===== src/rtl/serial_subtractor_seq_if.sv =====
// serial_subtractor_seq_if: operand/result handshake bundle for the serial subtractor
interface serial_subtractor_seq_if #(parameter int WIDTH = 8);
   logic             in_valid;
   logic             in_ready;
   logic [WIDTH-1:0] a;
   logic [WIDTH-1:0] b;
   logic             borrow_in;
   logic             out_valid;
   logic             out_ready;
   logic [WIDTH-1:0] diff;
   logic             borrow;
   modport master (output in_valid, a, b, borrow_in, out_ready,
                   input  in_ready, out_valid, diff, borrow);
   modport slave  (input  in_valid, a, b, borrow_in, out_ready,
                   output in_ready, out_valid, diff, borrow);
endinterface


===== src/rtl/serial_subtractor_seq.sv =====
// serial_subtractor_seq: digit-serial A - B - borrow_in with a registered borrow chain
module serial_subtractor_seq #(
   parameter int WIDTH = 8,
   parameter int DIGIT = 1
) (
   input logic                    clk,
   input logic                    rst_n,
   serial_subtractor_seq_if.slave sb
);
   localparam int STEPS = WIDTH / DIGIT;
   localparam int CW = $clog2(STEPS + 1);
   typedef enum logic [1:0] {IDLE, RUN, DONE} state_t;
   state_t state, state_nx;
   logic [WIDTH-1:0] a_sr, b_sr, diff_r;
   logic             br;
   logic [CW-1:0]    cnt;
   logic [DIGIT:0]   res;
   logic             last;
   // ripple the borrow through one digit of full-subtractor cells; MSB of result is borrow out
   function automatic logic [DIGIT:0] sub_digit(input logic [DIGIT-1:0] x, y, input logic bi);
      logic c;
      sub_digit = '0;
      c = bi;
      for (int i = 0; i < DIGIT; i++) begin
         sub_digit[i] = x[i] ^ y[i] ^ c;
         c = (~x[i] & y[i]) | (~(x[i] ^ y[i]) & c);
      end
      sub_digit[DIGIT] = c;
   endfunction
   assign res  = sub_digit(a_sr[DIGIT-1:0], b_sr[DIGIT-1:0], br);
   assign last = cnt == CW'(STEPS - 1);
   always_ff @(posedge clk or negedge rst_n)
      if (!rst_n) state <= IDLE;
      else state <= state_nx;
   always_comb begin
      state_nx = state;
      state_nx = state == IDLE ? (sb.in_valid ? RUN : IDLE) :
                 state == RUN  ? (last ? DONE : RUN) :
                 (sb.out_ready ? IDLE : DONE);
   end
   always_ff @(posedge clk or negedge rst_n)
      if (!rst_n) begin
         a_sr   <= '0;
         b_sr   <= '0;
         diff_r <= '0;
         br     <= 1'b0;
         cnt    <= '0;
      end else if (state == IDLE && sb.in_valid) begin
         a_sr <= sb.a;
         b_sr <= sb.b;
         br   <= sb.borrow_in;
         cnt  <= '0;
      end else if (state == RUN) begin
         a_sr   <= a_sr >> DIGIT;
         b_sr   <= b_sr >> DIGIT;
         diff_r <= (diff_r >> DIGIT) | (WIDTH'(res[DIGIT-1:0]) << (WIDTH - DIGIT));
         br     <= res[DIGIT];
         cnt    <= cnt + 1'b1;
      end
   assign sb.in_ready  = state == IDLE;
   assign sb.out_valid = state == DONE;
   assign sb.diff      = diff_r;
   assign sb.borrow    = br;
endmodule

===== src/flat_wrapper.sv =====
// flat-port wrapper written by rule: the top's interface ports become plain ports
module serial_subtractor_seq_flat 
#(
   parameter int WIDTH = 8,
   parameter int DIGIT = 1
)
  (clk, rst_n, sb_in_valid, sb_a, sb_b, sb_borrow_in, sb_out_ready, sb_in_ready, sb_out_valid, sb_diff, sb_borrow);
  serial_subtractor_seq_if #(.WIDTH(WIDTH)) sb_i ();
  input logic clk;
  input logic rst_n;
  input wire logic [$bits(sb_i.in_valid)-1:0] sb_in_valid;
  input wire logic [$bits(sb_i.a)-1:0] sb_a;
  input wire logic [$bits(sb_i.b)-1:0] sb_b;
  input wire logic [$bits(sb_i.borrow_in)-1:0] sb_borrow_in;
  input wire logic [$bits(sb_i.out_ready)-1:0] sb_out_ready;
  output wire logic [$bits(sb_i.in_ready)-1:0] sb_in_ready;
  output wire logic [$bits(sb_i.out_valid)-1:0] sb_out_valid;
  output wire logic [$bits(sb_i.diff)-1:0] sb_diff;
  output wire logic [$bits(sb_i.borrow)-1:0] sb_borrow;
  assign sb_i.in_valid = sb_in_valid;
  assign sb_i.a = sb_a;
  assign sb_i.b = sb_b;
  assign sb_i.borrow_in = sb_borrow_in;
  assign sb_i.out_ready = sb_out_ready;
  assign sb_in_ready = sb_i.in_ready;
  assign sb_out_valid = sb_i.out_valid;
  assign sb_diff = sb_i.diff;
  assign sb_borrow = sb_i.borrow;
  serial_subtractor_seq #(.WIDTH(WIDTH), .DIGIT(DIGIT)) u_core (.clk(clk), .rst_n(rst_n), .sb(sb_i));
endmodule

===== config.mk =====
export PLATFORM = sky130hd
export DESIGN_NAME = serial_subtractor_seq_flat
export DESIGN_NICKNAME = d
export VERILOG_FILES = /design/src/rtl/serial_subtractor_seq_if.sv /design/src/rtl/serial_subtractor_seq.sv /design/src/flat_wrapper.sv
export SDC_FILE = /design/constraint.sdc
export NUM_CORES = 1
export LEC_CHECK = 0
export CELL_PAD_IN_SITES_DETAIL_PLACEMENT = 1
export CELL_PAD_IN_SITES_GLOBAL_PLACEMENT = 2
export CORE_UTILIZATION = 26
export CTS_CLUSTER_DIAMETER = 150
export CTS_CLUSTER_SIZE = 12
export DETAILED_ROUTE_END_ITERATION = 7
export PLACE_DENSITY_LB_ADDON = 0.1
export SKIP_CTS_REPAIR_TIMING = 1
export SLEW_MARGIN = 5
export SYNTH_ARGS = -nofsm -noshare
export SYNTH_HDL_FRONTEND = slang
export SYNTH_SLANG_ARGS = --single-unit

===== constraint.sdc =====
create_clock -name clk -period 1.3 [get_ports clk]
set_clock_uncertainty 0.05 [all_clocks]
set_input_delay 0.26 -clock clk [delete_from_list [all_inputs] [get_ports clk]]
set_output_delay 0.26 -clock clk [all_outputs]
set_load 0.02 [all_outputs]

# == Word level (Yosys, flattened, before mapping) ==
# Index checks and enable logic that the tools add are counted.
# classes
n_reduce_logical,4
add_sub_neg,1
eq_ne,3
n_bitwise,9
muxes,13
# op_table
op,n
8-bit two-way mux,4
2-bit two-way mux,4
4-bit two-way mux,2
7-bit by 8-bit OR with 8-bit output,1
"4-bit by 1-bit adder with 4-bit output, second input constant",1
"4-bit by 3-bit == test with 1-bit output, second input constant",1
1-bit two-way mux,3
1-bit inverter,3
1-bit bitwise AND,2
"2-bit by 1-bit == test with 1-bit output, second input constant",1
"2-bit == test, second input constant",1
2-bit logical NOT,1
2-bit AND reduction,1
2-bit nonzero test,1
1-bit bitwise XOR,2
1-bit logical AND,1
1-bit OR,1
# word_totals
out_inout_bits,11
input_bits,21
reg_bits,31

# == Depth between registers and ports, before layout ==
# depth
word_depth,6
depth_mapped,6
mapped_depth_nobuf,4

# == Worst setup path before layout ==
# Ideal clock, no wire load.
# synth_path
path_kind,flip-flop to flip-flop
start,register u_core.state[1]
end,register u_core.cnt[3]
path_buffers,1
path_stages_with_launch,5
setup_ns,0.073
period_less_slack_ns,1.317
setup_slack_ns,-0.017
required_ns,1.177
arrival_ns,1.194
cell_sequence,dfrtp_1 -> nand2b_1 -> buf_6 -> or3_4 -> a21oi_2
# synth_between
elab_chain_len,3
# synth_lines
element,line,source
from (decl),serial_subtractor_seq.sv:13,"state_t state, state_nx;"
from (signal assigned),serial_subtractor_seq.sv:34,else state <= state_nx;
2-bit logical NOT,serial_subtractor_seq.sv:48,end else if (state == IDLE && sb.in_valid) begin
1-bit logical AND,serial_subtractor_seq.sv:48,
4-bit two-way mux / 2-bit nonzero test (equally long branches),-,
to (signal assigned),serial_subtractor_seq.sv:58,cnt <= cnt + 1'b1;
to (decl),serial_subtractor_seq.sv:16,logic [CW-1:0] cnt;
# Parallel ways exist; a longest one is shown, timed or not.
# A chain may end at the register's enable or synchronous reset.

# == Final worst setup path ==
# layout_path
start,register u_core.state[1]
end,register u_core.b_sr[6]
# layout_between
elab_chain_len,3
# layout_lines
element,line,source
2-bit logical NOT,serial_subtractor_seq.sv:48,
1-bit logical AND,serial_subtractor_seq.sv:48,
8-bit two-way mux / 2-bit nonzero test (equally long branches),-,
to (signal assigned),serial_subtractor_seq.sv:50,b_sr <= sb.b;
to (signal assigned),serial_subtractor_seq.sv:55,b_sr <= b_sr >> DIGIT;
to (decl),serial_subtractor_seq.sv:14,"logic [WIDTH-1:0] a_sr, b_sr, diff_r;"
# Parallel ways exist; a longest one is shown, timed or not.

==> reports/qor.yml <==
floorplan:
  io_pins: 32
  die_area_um2: 5529
  coreArea_um2: 4880
  start_util_pct: 27.90
  fp.dieW_um: 74.36
  num_rows: 25
  die_y_um: 74.36
global_route:
  antenna_found_initial: 0
  grt-ovfl-total: 0
  grt_pass1_vias: 1213
  grt_pass1_wl_um: 5747
  grt_use_total_pct: 14.16
  grt_max_degree: 32
worst_setup_path:
  worst_path_max_delay_cell: "dfrtp_2"
  critPathRequiredTime_ps: 1470
  worstSetupStartpoint: "u_core.state[1]"
  r2r-start: "u_core.state[1]"
  crit_top_cell: "buf_6"
  crit_fanout: 8
  critPathMaxStageDelay_ps: 420
  crit_chain: "buf_6 -> nor3b_4 -> buf_6 -> a22oi_1 -> nand2_1"
  cp-start-kind: "flip-flop"
  crit_type: "flip-flop to flip-flop"
  worstPathArrival_ps: 1490
  worstSetupEndpointType: "flip-flop"
logic_synthesis:
  synth_area_leader_cell: "dfrtp_1"
  netlist_area_um2: 1361
  synth-seq-cells: 31
  synth_edf_count: 0
  ys_seq_area_share_pct: 56.99
  ys.flop_type: "dfrtp_1"
  synth_cells: 141
  synth_top_area_share_pct: 56.99
  synth_common_cells: "nand2_1, dfrtp_1, a22oi_1"
  synth_cell_types: 24
  synth-async-reset-ratio_pct: 100.0
  synth_fp_nets: 164
  synth_top_cells_by_area: "dfrtp_1, nand2_1, a22oi_1"
  synth_warnings: 0
  avgSynthCellArea_um2: 9.655
  yosysMostFrequentCell: "nand2_1"
sta:
  finalMaxSlewViolations: 0
  slew_headroom_pct: 80.71
  fin_hold_ws_ps: 298.6
  setup_viol: 7
  hold_viol_final: 0
  tightest_slew_ps: 289.0
  period_share_pct: 101.8
  rsz0062_at_grt: "true"
  finalWorstSetupSlack_ps: -23.32
  fin_tns_setup_ps: -112.9
  fin_crit_ps: 1323
  max_freq_mhz: 755.7
worst_hold_path:
  hold_class: "input pin to async pin"
power_and_ir_drop:
  peakVddDrop_uv: 783.8
  power_mw: 4.723
  power_density_nw_per_um2: 2266
  leakagePower_nw: 1.097
cts:
  cts_tree: "yes"
  insertion_delay_ps: 280
  clk_pin_slew_ps: 70
  numCtsBuffers: 5
  cts_root_buffer: "clkbuf_8"
  h-tree-depth: 2
  cts_buffer_depth: 2
  cts_sinks: 31
placement:
  gp_congestion: 0.6874
  place.port_buffers: 31
  placed_cells: 248
  hpwl_um: 2441
  dpl_cell_area_um2: 1856
  place_ws_ps: -336.9
drt:
  num_vias: 1158
  vias_per_cell: 4.488
  drc: 0
  drtAntennaViolNets: 0
  routed_wl_um: 3551
  post_drt_wl_per_cell_um: 13.76
  first_pass_iters: 4
  first_iter_violations: 56
flow_run:
  maxCapViolCount: 0
cells_and_area:
  antennaDiodeCount: 0
  multi_input_area_um2: 608.1
  drive_gt1_share_pct: 25.13
  nFillCells: 569
  nNetsFinal: 213
  final_area_um2: 2085
  regArea_um2: 777.0
  utilization_pct: 42.72
  area_growth_pct: 53.13
  final_cells: 258
status:
  violations: "setup timing"
  status: "finished, violations left"
-- critical path: cells and delay by family, from the launching register on --
kind	cells	cell delay [ps]
flip-flops	1	420
AND/OR/NAND/NOR	2	360
buffers and inverters	2	320
AO/OA/AOI/OAI	1	90
-- final cells by class --
type                       instances  share of cell area [%]
multi-input combinational         99                   29.17
sequential                        31                   37.27
inverter                           3                  0.5402
clock inverter                     1                  0.2401
tap                               67                   4.022
timing repair buffer              50                   24.61
clock buffer                       7                   4.142
-- worst paths after layout --
| path | end | slack, ps | cells past startpoint |
|---|---|---|---|
| max in group asynchronous | u_core.a_sr[5] | 720 | 2 |
| max reg2reg | u_core.b_sr[6] | -20 | 5 |
| min | u_core.state[0] | 300 | 2 |
| min in group clk | u_core.b_sr[5] | 430 | 2 |
| max | u_core.b_sr[6] | -20 | 5 |
| min reg2reg | u_core.b_sr[5] | 430 | 2 |
-- placed cells by master, fill, tap and decap left out --
master and count:
a21o_1 1, a22oi_2 7, o21ai_0 3, dfrtp_2 1, or3_4 1, inv_1 3
or3b_4 1, dfrtp_1 30, a22oi_1 7, clkinv_2 1, buf_4 11, o32ai_2 1
buf_6 8, a221o_1 1, clkdlybuf4s50_1 19, clkbuf_8 6, nand2_1 61, nor3b_4 1
nand2b_4 1, clkbuf_2 1, nand3_2 3, clkbuf_1 1, buf_12 1, nor2b_2 1
dlymetal6s2s_1 10, o21bai_4 1, nand3_1 1, o21bai_1 1, nor3b_2 1, ha_1 1
a21oi_2 1, fa_1 1, nor2_1 3
-- state kept, by name, summed over array words and instances (netlist names) --
name	cells
u_core.cnt	4
u_core.sb.borrow	1
u_core.state	2
u_core.b_sr	8
u_core.a_sr	8
u_core.sb.diff	8
-- power by group --
part | switching, mW | internal [mW]
Sequential | 0.275 | 1.37
Clock | 0.358 | 0.427
Combinational | 1.20 | 1.09
Total | 1.83 | 2.89
-- routing by layer --
layer  track usage (%)  up-vias  share of wire (%)
met5                 0        -                  0
met4             5.031        0                1.1
met3             4.472        4                4.1
met2             22.72       21                 49
met1             17.99      573                 46
li1                  -      560                  -
-- kinds of logic (layout without fill, tap and decap cells) --
family          Yosys count  count (layout)  synth area share, %
compound gates           23              23                12.78
fa+ha+maj                 2               2                2.390
buf+inv                  11              61                4.412
flops                    31              31                56.99
simple gates             74              74                23.44
Note: power is estimated with default switching activity, not from simulation.
